`src/rtl/crc_frame_pkg.sv`:
```
// Shared constants for the per-frame CRC engine: mode values, FSM encoding,
// default frame geometry and the common non-reflected polynomials.
package crc_frame_pkg;

    localparam logic MAP   = 1'b1;
    localparam logic DEMAP = 1'b0;

    typedef enum logic {
        ACCUM = 1'b0,
        EMIT  = 1'b1
    } crc_state_t;

    localparam int DEF_OH_COLS  = 16;
    localparam int DEF_CRC_COL  = 1040;
    localparam int DEF_LAST_ROW = 3;

    localparam logic [31:0] CRC8_POLY  = 32'h0000_0007;
    localparam logic [31:0] CRC16_POLY = 32'h0000_1021;
    localparam logic [31:0] CRC32_POLY = 32'h04C1_1DB7;

endpackage

```
`src/rtl/crc_frame_engine_byte_step.sv`:
```
// One byte of a non-reflected CRC: eight serial shift/XOR steps, MSB of the
// data byte first, polynomial with implicit x^CRC_W term.
module crc_byte_step #(
    parameter int          CRC_W = 8,
    parameter logic [31:0] POLY  = 32'h07
) (
    input  logic [CRC_W-1:0] crc_in,
    input  logic [7:0]       data,
    output logic [CRC_W-1:0] crc_out
);

    localparam logic [CRC_W-1:0] P = POLY[CRC_W-1:0];

    logic [CRC_W-1:0] sh;

    always_comb begin
        sh = crc_in;
        for (int i = 7; i >= 0; i--) begin
            if (sh[CRC_W-1] ^ data[i]) sh = {sh[CRC_W-2:0], 1'b0} ^ P;
            else                       sh = {sh[CRC_W-2:0], 1'b0};
        end
        crc_out = sh;
    end

endmodule

```
`src/rtl/crc_frame_engine.sv`:
```
// Per-frame CRC generator (MAP) / checker (DEMAP) with a 1-cycle line path.
// Optional macro CRC_FRAME_ENGINE_INJECT_EN adds a one-shot CRC corruption.
module crc_frame_engine
    import crc_frame_pkg::*;
#(
    parameter int          MAP_MODE  = 1,
    parameter int          CRC_W     = 8,
    parameter logic [31:0] POLY      = CRC8_POLY,
    parameter logic [31:0] INIT      = 32'hFFFF_FFFF,
    parameter int          ROW_W     = 2,
    parameter int          COL_W     = 11,
    parameter int          OH_COLS   = DEF_OH_COLS,
    parameter int          CRC_COL   = DEF_CRC_COL,
    parameter int          ERR_CNT_W = 16
) (
    input  logic                                  i_clk,
    input  logic                                  i_rst,
    input  logic [((ROW_W > 0) ? ROW_W : 1)-1:0] i_row_cnt,
    input  logic [COL_W-1:0]                      i_col_cnt,
    input  logic [7:0]                            i_frame_data,
    input  logic                                  i_frame_data_valid,
    input  logic                                  i_frame_data_fas,
    input  logic                                  i_crc_inject,
    input  logic                                  i_err_cnt_clr,
    output logic [7:0]                            o_frame_data,
    output logic                                  o_frame_data_valid,
    output logic                                  o_frame_data_fas,
    output logic [CRC_W-1:0]                      o_crc_val,
    output logic                                  o_crc_err,
    output logic                                  o_crc_err_valid,
    output logic [ERR_CNT_W-1:0]                  o_crc_err_cnt
);

    localparam int               CRC_BYTES = CRC_W / 8;
    localparam int               RW        = (ROW_W > 0) ? ROW_W : 1;
    localparam logic [RW-1:0]    LAST_ROW  = RW'((1 << ROW_W) - 1);
    localparam bit               IS_MAP    = (MAP_MODE == int'(MAP));
    localparam logic [CRC_W-1:0] INIT_V    = INIT[CRC_W-1:0];

    // Line handshake: i_frame_data_valid qualifies a byte; there is no
    // backpressure, and valid/fas/data all leave exactly one cycle later.
    crc_state_t       state_q, state_d;
    logic [CRC_W-1:0] acc_q, snap_q, step_in, step_out, cur_snap;
    logic [2:0]       idx_q, idx_d;
    logic             sticky_q, sticky_d;
    logic [31:0]      col32, k32;
    logic             is_sof, is_pay, is_crc, crc_first, emit_byte, cur_emit, last;
    logic             mism, err_now, err_valid_d;
    logic [7:0]       snap_byte, inj_mask, data_d;

    always_comb begin
        col32     = 32'(i_col_cnt);
        k32       = col32 - 32'(CRC_COL);
        is_sof    = i_frame_data_valid && (i_row_cnt == '0) && (col32 == 0);
        is_pay    = i_frame_data_valid && (col32 >= 32'(OH_COLS)) && (col32 < 32'(CRC_COL));
        is_crc    = i_frame_data_valid && (i_row_cnt == LAST_ROW) &&
                    (col32 >= 32'(CRC_COL)) && (k32 < 32'(CRC_BYTES));
        crc_first = is_crc && (state_q == ACCUM) && (k32 == 0);
        // Only the expected next CRC byte advances EMIT; skipped bytes stall it.
        emit_byte = is_crc && (state_q == EMIT) && (k32 == 32'(idx_q));
        cur_emit  = crc_first || emit_byte;
        last      = cur_emit && (k32 == 32'(CRC_BYTES - 1));
        cur_snap  = crc_first ? acc_q : snap_q;
        snap_byte = 8'(cur_snap >> (8 * (CRC_BYTES - 1 - int'(k32[1:0]))));
        mism      = cur_emit && (i_frame_data != snap_byte);
        err_now   = ((state_q == EMIT) && sticky_q) || mism;
        step_in   = is_sof ? INIT_V : acc_q;
    end

    crc_byte_step #(
        .CRC_W (CRC_W),
        .POLY  (POLY)
    ) u_step (
        .crc_in  (step_in),
        .data    (i_frame_data),
        .crc_out (step_out)
    );

`ifdef CRC_FRAME_ENGINE_INJECT_EN
    logic inj_q;

    always_ff @(posedge i_clk) begin
        if (i_rst)                      inj_q <= 1'b0;
        else if (IS_MAP && i_crc_inject) inj_q <= 1'b1;
        else if (IS_MAP && last)         inj_q <= 1'b0;
    end

    assign inj_mask = {7'b0, inj_q};
`else
    logic unused_inject;
    assign unused_inject = i_crc_inject;
    assign inj_mask      = 8'h00;
`endif

    always_ff @(posedge i_clk) begin
        if (i_rst) state_q <= ACCUM;
        else       state_q <= state_d;
    end

    always_comb begin
        state_d = state_q;
        case (state_q)
            ACCUM:   if (crc_first && !last) state_d = EMIT;
            EMIT:    if (is_sof || last)     state_d = ACCUM;
            default: state_d = ACCUM;
        endcase
    end

    always_comb begin
        idx_d       = idx_q;
        sticky_d    = sticky_q;
        data_d      = i_frame_data;
        err_valid_d = !IS_MAP && last;
        if (last || ((state_q == EMIT) && is_sof)) begin
            idx_d    = '0;
            sticky_d = 1'b0;
        end else if (cur_emit) begin
            idx_d    = 3'(k32) + 3'd1;
            sticky_d = err_now;
        end
        if (IS_MAP && cur_emit) data_d = snap_byte ^ (last ? inj_mask : 8'h00);
    end

    always_ff @(posedge i_clk) begin
        if (i_rst) begin
            acc_q              <= INIT_V;
            snap_q             <= '0;
            idx_q              <= '0;
            sticky_q           <= 1'b0;
            o_frame_data       <= '0;
            o_frame_data_valid <= 1'b0;
            o_frame_data_fas   <= 1'b0;
            o_crc_val          <= INIT_V;
            o_crc_err          <= 1'b0;
            o_crc_err_valid    <= 1'b0;
            o_crc_err_cnt      <= '0;
        end else begin
            if (is_pay)      acc_q <= step_out;
            else if (is_sof) acc_q <= INIT_V;
            if (crc_first) begin
                snap_q    <= acc_q;
                o_crc_val <= acc_q;
            end
            idx_q              <= idx_d;
            sticky_q           <= sticky_d;
            o_frame_data       <= data_d;
            o_frame_data_valid <= i_frame_data_valid;
            o_frame_data_fas   <= i_frame_data_fas;
            o_crc_err_valid    <= err_valid_d;
            if (err_valid_d) o_crc_err <= err_now;
            // A clear in the same cycle as an error wins.
            if (i_err_cnt_clr)
                o_crc_err_cnt <= '0;
            else if (err_valid_d && err_now && !(&o_crc_err_cnt))
                o_crc_err_cnt <= o_crc_err_cnt + ERR_CNT_W'(1);
        end
    end

endmodule

```
`config.mk`:
```
export PLATFORM = sky130hd
export DESIGN_NAME = crc_frame_engine
export DESIGN_NICKNAME = d
export VERILOG_FILES = /design/src/rtl/crc_frame_pkg.sv /design/src/rtl/crc_frame_engine_byte_step.sv /design/src/rtl/crc_frame_engine.sv
export SDC_FILE = /design/constraint.sdc
export NUM_CORES = 1
export LEC_CHECK = 0
export ABC_CLOCK_PERIOD_IN_PS = 7400
export CORE_MARGIN = 1.5
export CORE_UTILIZATION = 50
export CTS_CLUSTER_DIAMETER = 60
export DETAILED_ROUTE_END_ITERATION = 10
export MAX_ROUTING_LAYER = met4
export PLACE_DENSITY = 0.93
export SLEW_MARGIN = 20
export SYNTH_ARGS = -nofsm -noshare
export SYNTH_HDL_FRONTEND = slang
export SYNTH_SLANG_ARGS = --single-unit
```
`constraint.sdc`:
```
create_clock -name i_clk -period 7.4 [get_ports i_clk]
set_input_delay 2.22 -clock i_clk [delete_from_list [all_inputs] [get_ports i_clk]]
set_output_delay 2.22 -clock i_clk [all_outputs]
set_load 0.05 [all_outputs]
```
== Word-level counts from Yosys, hierarchy flattened ==
Cells that the tools add are included.

* Register bits: 38
* Logic and storage cells: 72
* Output and inout bits: 36
* Input bits: 27

* Add/sub/neg operators: 3
* Reduce and logical (&&, ||, !) cells: 22
* Bitwise gates (word level): 17
* Shift operators: 1
* Muxes and demuxes: 15
* Eq/ne operators: 2
* Order comparisons: 4

{| class="wikitable"
|+ Operator list
! operator !! number
|-
| 32-bit by 3-bit equality test with 1-bit output || 1
|-
| 32-bit zero test || 1
|-
| 32-bit by 1-bit less-than comparator with 1-bit output, second input constant || 1
|-
| 8-bit two-way mux || 4
|-
| 8-bit by 32-bit right shift with 8-bit output || 1
|-
| 3-bit two-way mux || 8
|-
| 3-bit inverter || 8
|-
| 1-bit logical AND || 14
|-
| 11-bit by 11-bit subtractor with 12-bit output, second input constant || 1
|-
| 11-bit greater-or-equal comparator, second input constant || 1
|-
| 11-bit by 5-bit greater-or-equal comparator with 1-bit output, second input constant || 1
|-
| 11-bit zero test || 1
|-
| 11-bit less-than comparator, second input constant || 1
|-
| 1-bit bitwise XOR || 8
|-
| 3-bit by 1-bit adder with 3-bit output, second input constant || 1
|-
| 1-bit logical OR || 3
|-
| 1-bit by 2-bit subtractor with 3-bit output, first input constant || 1
|-
| 2-bit equality test, second input constant || 1
|-
| 2-bit zero test || 1
|-
| 1-bit two-way mux || 2
|-
| 1-bit one-hot mux with 2 select lines || 1
|-
| 2-bit OR reduction || 1
|-
| 1-bit zero test || 1
|-
| 1-bit inverter || 1
|}

== Depth between registers and ports, before layout ==
* Depth in word-level cells: 21
* Mapped depth: 11
* Depth with buffers taken out: 8

== Hierarchy ==
From an unflattened synthesis, not the netlist that was laid out.

* Cell total of the unflattened synthesis: 212
* Area total of the unflattened synthesis: 1918.1 µm²

{| class="wikitable"
|+ By module, submodules not included
! module !! times used !! cells an instance !! area an instance (µm²) !! seq. area each (µm²)
|-
| crc_frame_engine || 1 || 191 || 1734.2 || 760.7
|-
| crc_byte_step || 1 || 21 || 183.9 || 0.0
|}

== Least setup slack after synthesis ==
OpenSTA, ideal clock, no wires.

* Path type: in2reg
* Start point: input port i_col_cnt[0]
* End point: register acc_q[2]
* Setup time: 136 ps
* Arrival time: 3877 ps
* Setup slack: 3388 ps
* Data required time: 7264 ps
* Cell stages on the path: 10
* Path buffers: 2
* Cell sequence: inv_1 ha_1 nor4b_1 and4_1 buf_4 buf_6 nor3_2 or4_4 a31oi_1 a41oi_1

* Longest elaborated chain between the ends: 10
* Elaborated cells between the ends (all ways): 22
* Those cells by class: order compare: 2; mux: 7; bitwise: 9; reduce/logical: 4

{| class="wikitable"
|+ RTL lines
! element !! RTL line !! RTL
|-
| start: declaration || crc_frame_engine.sv:19 || <nowiki>input logic [COL_W-1:0] i_col_cnt,</nowiki>
|-
| 11-bit zero test || crc_frame_engine.sv:54 || <nowiki>is_sof = i_frame_data_valid && (i_row_cnt == '0) && (col32 == 0);</nowiki>
|-
| 1-bit logical AND || crc_frame_engine.sv:54 ||
|-
| 8-bit two-way mux || -- ||
|-
| 1-bit bitwise XOR or 3-bit inverter (tied branches) || -- ||
|-
| 3-bit two-way mux || crc_frame_engine_byte_step.sv:19 || <nowiki>if (sh[CRC_W-1] ^ data[i]) sh = {sh[CRC_W-2:0], 1'b0} ^ P;</nowiki>
|-
| 1-bit bitwise XOR or 3-bit inverter (tied branches) || -- ||
|-
| 3-bit two-way mux || crc_frame_engine_byte_step.sv:19 ||
|-
| 3-bit inverter (no line) or 1-bit bitwise XOR (tied branches) || -- ||
|-
| 3-bit two-way mux || crc_frame_engine_byte_step.sv:19 ||
|-
| 8-bit two-way mux (*) || crc_frame_engine.sv:138 || <nowiki>if (is_pay) acc_q <= step_out;</nowiki>
|-
| end signal: assignment || crc_frame_engine.sv:138 ||
|-
| end: declaration || crc_frame_engine.sv:43 || <nowiki>logic [CRC_W-1:0] acc_q, snap_q, step_in, step_out, cur_snap;</nowiki>
|}

Mark *: on every way between the ends. The rest lies on a longest branch, timed or not.
A chain may end at the register's enable or synchronous reset.

== Final worst setup path ==
* Start point: input port i_col_cnt[0]
* End point: register acc_q[4]

* Longest elaborated chain between the ends: 10
* Elaborated cells between the ends (all ways): 16
* Those cells by class: order compare: 2; mux: 5; bitwise: 5; reduce/logical: 4

{| class="wikitable"
|+ RTL lines
! element !! RTL line
|-
| 11-bit zero test || crc_frame_engine.sv:54
|-
| 1-bit logical AND || crc_frame_engine.sv:54
|-
| 8-bit two-way mux || --
|-
| 1-bit bitwise XOR || crc_frame_engine_byte_step.sv:19
|-
| 3-bit two-way mux || crc_frame_engine_byte_step.sv:19
|-
| 3-bit inverter (no line) || --
|-
| 3-bit two-way mux || crc_frame_engine_byte_step.sv:19
|-
| 3-bit inverter (no line) || --
|-
| 3-bit two-way mux || crc_frame_engine_byte_step.sv:19
|-
| 8-bit two-way mux (*) || crc_frame_engine.sv:138
|}

Marked as above.

==> run metrics <==
status=completed; DR vias/cell=5.417; commonest non-fill, non-tap cell in the layout=clkdlybuf4s50_1; Critical Path RT=7570 ps; multi-input logic area=1090 um2; commonest non-fill, non-tap cells in the layout=clkdlybuf4s50_1, dfxtp_1, nand2_1; Final Cycle Share=0.6712; # rows=22; first-pass GRT wire length=about 7300 um; synthesized area=1992 um2; drt first pass iters=4; Warnings, synthesis=0; Synth Flop Type=dfxtp_1; H-Tree Depth=2; full die area=around 4400 um2; CP Class=input port to flip-flop; Std-Cell Core Area=3744 um2; Highest Clock Rate=201.3 MHz; DIE HEIGHT=roughly 66 um; register area=760.7 um2; Final HPWL DP=between 2000 and 3000 um; layout cells sized above 1=0.04887; fin area=2452 um2; total track usage=0.2256; synthesized flop and latch total=38; Routed Antenna Nets=0; crit path time final=about 5000 ps; Layout Skew=between 10 and 15 ps; setup tns final=0 ps; later-pin clock latency in the skew report=roughly 300 ps; quantity of gates resized following cts=0; nets=294; post-CTS setup buffer count=0; CTS max path bufs=2; Routed WL per cell=between 10 and 15 um; worst-margin pin slew=roughly 900 ps; remaining global-route overflow=0; area of placed instances=roughly 2300 um2; Worst Setup End Kind=flip-flop; Area Overhead vs Synth=23.12%; Ports=63; Fill cells=roughly 320; initial detailed-routing violation count=about 120; R2R setup slack=5560 ps; drt total wl=4287 um; CP Data Arrival Time=5130 ps; Async SR Flop Fraction=0; DR vias=between 1500 and 2000; min-delay worst type=flip-flop to flip-flop; remaining routing DRC violations=0; clock transition at the registers of the reported paths=roughly 80 ps; vias in the first global route=roughly 1700; CTS Buf Count=5; relative slew slack=0.3961; Power Density=between 200 and 250 nW/um2; Setup crit start kind=input port; Fin. Hold Viols=0; LEAKAGE=0.9610 nW; die width=~66 um; CTS Root Cell=clkbuf_8; largest net degree at the start of global routing=32; max-slew violation count=0; number of flops mapped to enable cells by yosys=0; CTS tree=built; starting density of the core=0.5321; sequential cell area fraction in the yosys report=0.3819; maximum vdd drop=0.0001275 V; Port Buffers=42; Max Cap Viol=0; initial antenna violation count=0; Syn Inst Count=227; setup violators final=0; cts hold-fix bufs=0; Avg Cell Area, Syn=just under 9 um2; GPL Wtd Cong=just over 0.8; PnR Total Power=approximately 0.52 mW; Yosys cell types=43; RSZ-0062 raised after global routing=no; Worst Path Max Fanout=25; # clock sinks=38; final hold slack=between 400 and 500 ps; ANT cells=0
cell type report:
cell class	instances	share of cell area
clock buffer	7	0.03112
clock inverter	1	0.01224
inverter	2	0.003061
multi-input combinational	175	0.4444
sequential	38	0.3102
tap	48	0.02449
timing repair buffer	43	0.1745
stage by stage:
step / utilization / std cells / worst slack (ps)
global placement: 0.6267 / 306 / 2212
CTS: 0.6551 / 314 / 2453
detailed placement: 0.6267 / 306 / 2137
floorplan: - / 244 / 3388
global route: 0.6551 / 314 / 2196
finish: 0.6551 / 314 / 2433
where the power goes:
part	switching (mW)	total (mW)	internal, mW
registers	0.00807	0.220	0.212
logic	0.0709	0.122	0.0510
clock network	0.0734	0.174	0.101
total	0.152	0.516	0.364
synthesized netlist by cell type, types with 4 or more instances:
master	n	area [um2]
buf_4	19	142.6
a21oi_1	10	50.05
o21ai_0	12	60.06
clkbuf_1	4	15.01
nand2_1	25	93.84
xnor2_1	12	105.1
nor3_1	6	30.03
nor2_1	23	86.33
and3_1	6	37.54
or3_1	4	25.02
dfxtp_1	38	760.7
xor2_1	4	35.03
a21boi_0	8	60.06
final timing paths:
check,endpoint,from,cells past startpoint
worst max-delay path,acc_q[4],i_col_cnt[0],9
worst min-delay path,o_crc_val[2],o_crc_val[2],2
worst max register to register,acc_q[2],acc_q[6],5
worst min register to register,o_crc_val[2],o_crc_val[2],2
kinds of logic after synthesis:
logic type                 Yosys count  share of synthesized area
AOI/OAI and AO/OA                   50                     0.1790
xor gates and xnor gates            19                     0.1043
adders and majority gates            2                    0.01256
buffers and inverters               31                     0.1030
DFF                                 38                     0.3819
other                                1                   0.001883
and+or+nand+nor                     86                     0.2173
sequential cells by signal (all words and copies together) (netlist names):
register / count
acc_q: 8
idx_q: 3
state_q: 1
o_frame_data: 8
o_frame_data_fas: 1
o_crc_val: 8
o_frame_data_valid: 1
snap_q: 8
routing by layer:
layer,global-route usage,vias up,wire (um)
li1,-,831,-
met1,0.2495,807,1824
met2,0.3775,56,2176
met3,0.06474,7,239
met4,0.09949,0,46
met5,-,-,0
critical path, cell delays in order:
cell             delay (ps)
clkdlybuf4s50_1         460
inv_1                   100
ha_1                    140
nor4b_1                 410
and4_1                  890
nor2_1                  200
xnor3_1                 290
a2111oi_4               370
a31oi_1                  70
Note: power is estimated with default switching activity, not from simulation.
